$ cat src/rtl/qs_pkg.sv
// qs_pkg: shared widths, bank scoreboard types and helpers for the quicksort engine.
package qs_pkg;

  localparam int unsigned W         = 16;
  localparam int unsigned N         = 16;
  localparam int unsigned BANKS_N   = 4;
  localparam int unsigned ADDR_W    = $clog2(N);
  localparam int unsigned BANK_ID_W = $clog2(BANKS_N);

  typedef logic [W-1:0]         w_t;
  typedef logic [ADDR_W-1:0]    addr_t;
  typedef logic [BANK_ID_W-1:0] bank_id_t;

  typedef enum logic [2:0] {
    BANK_READY     = 3'd0,
    BANK_LOADING   = 3'd1,
    BANK_LOADED    = 3'd2,
    BANK_SORTING   = 3'd3,
    BANK_SORTED    = 3'd4,
    BANK_UNLOADING = 3'd5
  } bank_status_t;

  // n is the index of the last valid word in the bank
  typedef struct packed {
    bank_status_t status;
    addr_t        n;
  } bank_state_t;

  function automatic bank_id_t bank_id_inc(input bank_id_t id);
    if (id == bank_id_t'(BANKS_N - 1)) return '0;
    return id + bank_id_t'(1);
  endfunction

endpackage

$ cat src/rtl/qs_enq.sv
// qs_enq: ingress stage of the quicksort engine; loads sop..eop packets into round-robin banks.
// Define QS_ENQ_STATS_EN to add saturating pkt_cnt_r / drop_cnt_r counters.
module qs_enq
  import qs_pkg::*;
(
  input  logic        clk,
  input  logic        rst,
  input  logic        in_vld,
  input  logic        in_sop,
  input  logic        in_eop,
  input  w_t          in_dat,
  output logic        in_rdy,
  output bank_id_t    bank_idx_r,
  input  bank_state_t bank_in,
  output logic        bank_out_vld,
  output bank_state_t bank_out,
  output logic        wr_en_r,
  output addr_t       wr_addr_r,
  output w_t          wr_data_r
`ifdef QS_ENQ_STATS_EN
  ,
  output logic [31:0] pkt_cnt_r,
  output logic [31:0] drop_cnt_r
`endif
);

  // MSB is the busy bit: set while a packet owns the current bank.
  typedef enum logic [1:0] {
    ST_IDLE    = 2'b00,
    ST_LOAD    = 2'b10,
    ST_DISCARD = 2'b11
  } fsm_e;

  localparam addr_t ADDR_LAST = addr_t'(N - 1);

  fsm_e     state_q, state_d;
  bank_id_t bank_idx_q, bank_idx_d;
  addr_t    wr_ptr_q, wr_ptr_d;
  logic     wr_en_q, wr_en_d;
  addr_t    wr_addr_q, wr_addr_d;
  w_t       wr_data_q, wr_data_d;
  logic     acc;
  logic     at_last;

  assign in_rdy  = !rst && (state_q[1] || (bank_in.status == BANK_READY));
  assign acc     = in_vld && in_rdy;
  assign at_last = (wr_ptr_q == ADDR_LAST);

  always_ff @(posedge clk or posedge rst) begin
    if (rst) state_q <= ST_IDLE;
    else     state_q <= state_d;
  end

  always_comb begin
    state_d = state_q;
    case (state_q)
      ST_IDLE: begin
        if (acc && in_sop && !in_eop) state_d = ST_LOAD;
      end
      ST_LOAD: begin
        if (acc) begin
          if (in_sop)       state_d = in_eop ? ST_IDLE : ST_LOAD;
          else if (in_eop)  state_d = ST_IDLE;
          else if (at_last) state_d = ST_DISCARD;
        end
      end
      ST_DISCARD: begin
        if (acc && in_eop) state_d = ST_IDLE;
      end
      default: state_d = ST_IDLE;
    endcase
  end

  // Scoreboard write-back and memory write decisions for the accepted word
  always_comb begin
    bank_out_vld = 1'b0;
    bank_out     = bank_in;
    bank_idx_d   = bank_idx_q;
    wr_ptr_d     = wr_ptr_q;
    wr_en_d      = 1'b0;
    wr_addr_d    = wr_addr_q;
    wr_data_d    = wr_data_q;
    if (acc) begin
      if (in_sop && (state_q != ST_DISCARD)) begin
        wr_en_d      = 1'b1;
        wr_addr_d    = '0;
        wr_data_d    = in_dat;
        wr_ptr_d     = '0;
        bank_out_vld = 1'b1;
        if (in_eop) begin
          bank_out.status = BANK_LOADED;
          bank_out.n      = '0;
          bank_idx_d      = bank_id_inc(bank_idx_q);
        end else begin
          bank_out.status = BANK_LOADING;
        end
      end else if ((state_q == ST_LOAD) && !at_last) begin
        wr_en_d   = 1'b1;
        wr_addr_d = wr_ptr_q + addr_t'(1);
        wr_data_d = in_dat;
        wr_ptr_d  = wr_addr_d;
        if (in_eop) begin
          bank_out_vld    = 1'b1;
          bank_out.status = BANK_LOADED;
          bank_out.n      = wr_addr_d;
          bank_idx_d      = bank_id_inc(bank_idx_q);
        end
      end else if ((state_q != ST_IDLE) && in_eop) begin
        // overflowed packet ends: hand the bank back untouched
        bank_out_vld    = 1'b1;
        bank_out.status = BANK_READY;
      end
    end
  end

  always_ff @(posedge clk or posedge rst) begin
    if (rst) begin
      bank_idx_q <= '0;
      wr_ptr_q   <= '0;
      wr_en_q    <= 1'b0;
      wr_addr_q  <= '0;
      wr_data_q  <= '0;
    end else begin
      bank_idx_q <= bank_idx_d;
      wr_ptr_q   <= wr_ptr_d;
      wr_en_q    <= wr_en_d;
      wr_addr_q  <= wr_addr_d;
      wr_data_q  <= wr_data_d;
    end
  end

  assign bank_idx_r = bank_idx_q;
  assign wr_en_r    = wr_en_q;
  assign wr_addr_r  = wr_addr_q;
  assign wr_data_r  = wr_data_q;

`ifdef QS_ENQ_STATS_EN
  logic pkt_inc;
  logic drop_inc;

  assign pkt_inc  = bank_out_vld && (bank_out.status == BANK_LOADED);
  assign drop_inc = acc && !in_sop &&
                    ((state_q == ST_IDLE) || ((state_q == ST_LOAD) && at_last));

  always_ff @(posedge clk or posedge rst) begin
    if (rst) begin
      pkt_cnt_r  <= '0;
      drop_cnt_r <= '0;
    end else begin
      if (pkt_inc && (pkt_cnt_r != '1))   pkt_cnt_r  <= pkt_cnt_r + 32'd1;
      if (drop_inc && (drop_cnt_r != '1)) drop_cnt_r <= drop_cnt_r + 32'd1;
    end
  end
`endif

endmodule

$ cat config.mk
export PLATFORM = sky130hd
export DESIGN_NAME = qs_enq
export DESIGN_NICKNAME = d
export VERILOG_FILES = /design/src/rtl/qs_pkg.sv /design/src/rtl/qs_enq.sv
export SDC_FILE = /design/constraint.sdc
export NUM_CORES = 1
export LEC_CHECK = 0
export ABC_AREA = 1
export BUFFER_PORTS_ARGS = -buffer_cell sky130_fd_sc_hd__buf_4
export CORE_ASPECT_RATIO = 1.5
export CORE_UTILIZATION = 46
export DETAILED_ROUTE_END_ITERATION = 10
export PLACE_DENSITY = 0.78
export SYNTH_ARGS = -nofsm -noshare
export SYNTH_HDL_FRONTEND = slang
export SYNTH_SLANG_ARGS = --single-unit
export TNS_END_PERCENT = 1
$ cat constraint.sdc
create_clock -name clk -period 3.05 [get_ports clk]
set_input_delay 0.1525 -clock clk [delete_from_list [all_inputs] [get_ports clk]]
set_output_delay 0.1525 -clock clk [all_outputs]
set_load 0.05 [all_outputs]
-- Word-level counts from Yosys, hierarchy flattened
Index checks and enable logic that the tools add are counted.
- reductions and logical operators: 19
- equality and inequality tests: 11
- $add $sub $neg: 2
- muxes and demuxes: 42
- operators with widths (operator ; number):
    2-to-1 mux 16 bit ; 2
    2-to-1 mux 2 bit ; 15
    2-to-1 mux 7 bit ; 3
    2-to-1 mux 4 bit ; 4
    2-to-1 mux 1 bit ; 15
    != test 2 bit, second input constant ; 6
    logical AND 1 bit ; 8
    AND reduction 4 bit ; 2
    equality test 2 bit, second input constant ; 3
    2-to-1 mux 3 bit ; 2
    one-hot mux 2 bit (3 select lines) ; 1
    adder 4 x 1 -> 4 bit, second input constant ; 1
    equality test 4 bit, second input constant ; 1
    != test 4 bit, second input constant ; 1
    nonzero test 2 bit ; 2
    logical NOT 1 bit ; 3
    logical NOT 3 bit ; 1
    adder 2 x 1 -> 2 bit, second input constant ; 1
    logical NOT 2 bit ; 1
    AND reduction 2 bit ; 1
    logical OR 1 bit ; 1
- output and inout bits: 32
- logic and storage cells: 79
- register bits after elaboration: 25

-- Logic depth before layout (Yosys ltp)
- word-level depth: 10
- depth in mapped cells: 10

-- Worst setup path after synthesis
Ideal clock, no wire load.
- path type: register -> output
- from: register state_q[1]
- to: output bank_out[4] (netlist bit)
- buffers on the path: 0
- setup slack: 22 ps
- cell stages (with the launch flop): 6
- data arrival time: 2876 ps
- cells stage by stage: dfrtp_1 > inv_2 > a21oi_2 > nand2_4 > a21oi_1 > o21ai_0
- RTL lines (element ; line ; text):
    start, declared ; qs_enq.sv:36 ; fsm_e state_q, state_d;
    start signal, assigned ; qs_enq.sv:51 ; else state_q <= state_d;
    end, declared ; qs_enq.sv:16 ; output bank_state_t bank_out,

==> summary.md <==
| Metric | Value |
|---|---|
| CP Max Fanout | 22 |
| CTS max path bufs | 2 |
| Min-Delay Startpoint | in_dat[3] |
| Fin crit period | 2.29 ns |
| Clock tree from TritonCTS | built |
| Worst slew margin | 77.9% |
| DRC | 0 |
| Routed wire length | 3160 microns |
| Unrepaired setup endpoints after global routing | no |
| Worst Reg2Reg Path Length in Cells | 9 |
| Hold_ws | 0.0707 ns |
| CTS HTree Levels | 1 |
| Routed Antenna Nets | 0 |
| Final Instance Area | 1880 sq um |
| Fin. Hold Viols | 0 |
| Clock transition at path regs | 0.09 ns |
| Share of layout cells above drive strength 1 | 32.9% |
| Maximum capacitance violations | 0 |
| Critical Path Sink Type | output port |
| Top Layer Used | met4 |
| Global Route Usage Sum | 22.1% |
| Fmax | 0.437 GHz |
| # diodes | 0 |
| Worst-Skew Late Latency | 0.27 ns |
| Clock root cell | clkbuf_8 |
| Row cnt | 23 |
| WP data arrival | 2.14 ns |
| Outcome | finished clean |
| Die Span X | 46.5 microns |
| Crit path launch | wr_addr_r[0] |
| Area growth from synthesis to final layout | 37.5% |
| Num CTS Buffers | 3 |
| Starting Density | 49.9% |
| Post-DP Area | 1820 sq um |
| Met3 Wirelength | 140 microns |
| HPWL after DPL | 2440 microns |
| R2R Setup Slk | 1.15 ns |
| Required time of the critical path | 2.90 ns |
| Most frequent cells in the layout | 81 x nand2_1, 60 x buf_4, 25 x dfrtp_1, 14 x inv_1, 11 x o21ai_0 |
| Worst r2r dst | wr_addr_r[1] |
| Synthesized Nets | 206 |
| Post-Synthesis Cells | 176 |
| Grt ovf | 0 |
| Area of the mapped netlist | 1370 sq um |
| Port bufs | 59 |
| Met2 wire length | 1670 microns |
| Antenna violations before repair | 0 |
| Slew @ Worst Pin | 0.328 ns |
| Fin nets | 268 |
| Total chip power | 1.84 mW |
| # setup viols final | 0 |
| Total die area | 3190 sq um |
| Routed vias/inst | 4.81 |
| Worst r2r src | wr_addr_r[0] |
| Core Area | 2730 sq um |
| Drt first pass iters | 4 |
| Slew Viols, Final | 0 |
| WS Path Type | register to output port |
| Met1 WL | 1270 microns |
| Num Clock Sinks | 25 |
| Static leakage | 1.09 nW |
| Vias in the first global route | 1,278 |
| Pin count of the biggest net entering global routing | 28 |
| Post-route clock period utilization | 75.0% |
| First-pass GRT wire length | 5100 microns |
| Setup_tns | 0 ns |
| Critical Path End | bank_out[5] |
| Die height | 68.7 microns |
| Syn Area/Cell | 7.76 sq um |
| Distinct cell type count of the synthesized netlist | 25 |
| PostCTS Resize Cnt | 0 |
| Drt wl/cell | 11.5 microns |
| Crit start category | register |
| 1st-iter DRT viols | 28 |
| Number of top-level pins | 60 |
| Gpl congestion | 0.864 |
| Register area share after synthesis | 45.8% |
| Commonest non-fill, non-tap cell in the layout | nand2_1 |
| Synth Warn # | 0 |
| Via count | 1,318 |
| Hold Crit Class | input port to register |
| Synth Register Bits | 25 |
| Final Skew | 0.00874 ns |
| Layout Utilization | 68.6% |
| Worst vdd ir | 0.620 mV |
| Pwr dens | 983 nW/um^2 |
## kinds of logic after synthesis
kind of cell	share of synthesized area [%]
AND/OR/NAND/NOR	34.1
flip-flops	45.8
AO/OA/AOI/OAI	9.26
buffers and inverters	7.70
XOR/XNOR	1.28
adder cells (fa/ha/maj)	1.83
## critical path, cell delays in order (launching register included)
cell and delay (ns):
dfrtp_1 0.45, ha_1 0.25, nand3_1 0.14, nand2_2 0.10
nand2_1 0.08, inv_2 0.06, nor2_8 0.29, nand2_1 0.16
o21ai_0 0.11, buf_4 0.22
## cells in the mapped netlist
cell type / count / area, sq um
nor2_1: 6 / 22.5
buf_4: 1 / 7.51
nand3_1: 6 / 30.0
o21a_1: 1 / 7.51
o21ai_0: 11 / 55.1
nand2_4: 3 / 33.8
or2_2: 1 / 6.26
o21ai_1: 1 / 5.00
a21oi_1: 2 / 10.0
nor2_8: 1 / 20.0
a31oi_1: 1 / 6.26
nand4_1: 4 / 25.0
ha_1: 2 / 25.0
xor2_1: 2 / 17.5
o21ai_2: 3 / 26.3
inv_1: 14 / 52.6
nor2_4: 1 / 11.3
nand2_1: 81 / 304
nand2_2: 1 / 6.26
dfrtp_1: 25 / 626
a21oi_2: 1 / 8.76
o211ai_1: 1 / 7.51
nor4_1: 1 / 6.26
buf_6: 3 / 33.8
inv_2: 3 / 11.3
## report_power, final
part	leakage, nW	internal, mW	total, mW	switching, mW
clock	0.0255	0.0915	0.195	0.104
combinational	0.741	0.318	1.08	0.764
sequential	0.320	0.466	0.568	0.102
total	1.09	0.875	1.84	0.970
## layout make-up
type,count,area (sq um)
well taps,37,46.3
inverters,17,63.8
clock buffers,3,41.3
clock inverters,1,5.00
multi-input cells,130,634
fillers,257,857
flip-flops and latches,25,626
repair buffers,61,460
## flip-flops by register name, indices dropped and copies added, names as in the netlist
register,count
wr_en_r,1
wr_data_r,16
bank_idx_r,2
state_q,2
wr_addr_r,4
## worst min path at each step
stage / endpoint / slack [ns] / cells past startpoint
after global placement: state_q[1] / 0.25 / 3
after CTS: wr_data_r[3] / 0.07 / 3
after detailed placement: state_q[1] / 0.25 / 3
after global routing: wr_data_r[2] / 0.08 / 3
final: wr_data_r[3] / 0.07 / 3
after floorplan: bank_idx_r[0] / 0.20 / 1
## stage by stage
| step | setup WS (ns) | std cells |
|---|---|---|
| final | 0.762 | 274 |
| after global routing | 0.618 | 274 |
| after CTS | 0.749 | 274 |
| after detailed placement | 1.05 | 269 |
| after global placement | 1.12 | 269 |
| after floorplan | 0.0217 | 176 |
## metal layers
metal	vias up	GRT usage [%]
met5	-	0
li1	676	-
met4	0	12.5
met3	9	1.82
met1	584	22.2
met2	49	42.0
## repair_timing
| item | in CTS | in global routing |
|---|---|---|
| hold buffers | 1 | 0 |
| setup buffers | 0 | 0 |
| hold endpoints to repair | 25 | 0 |
(Power assumes the default switching activity.)
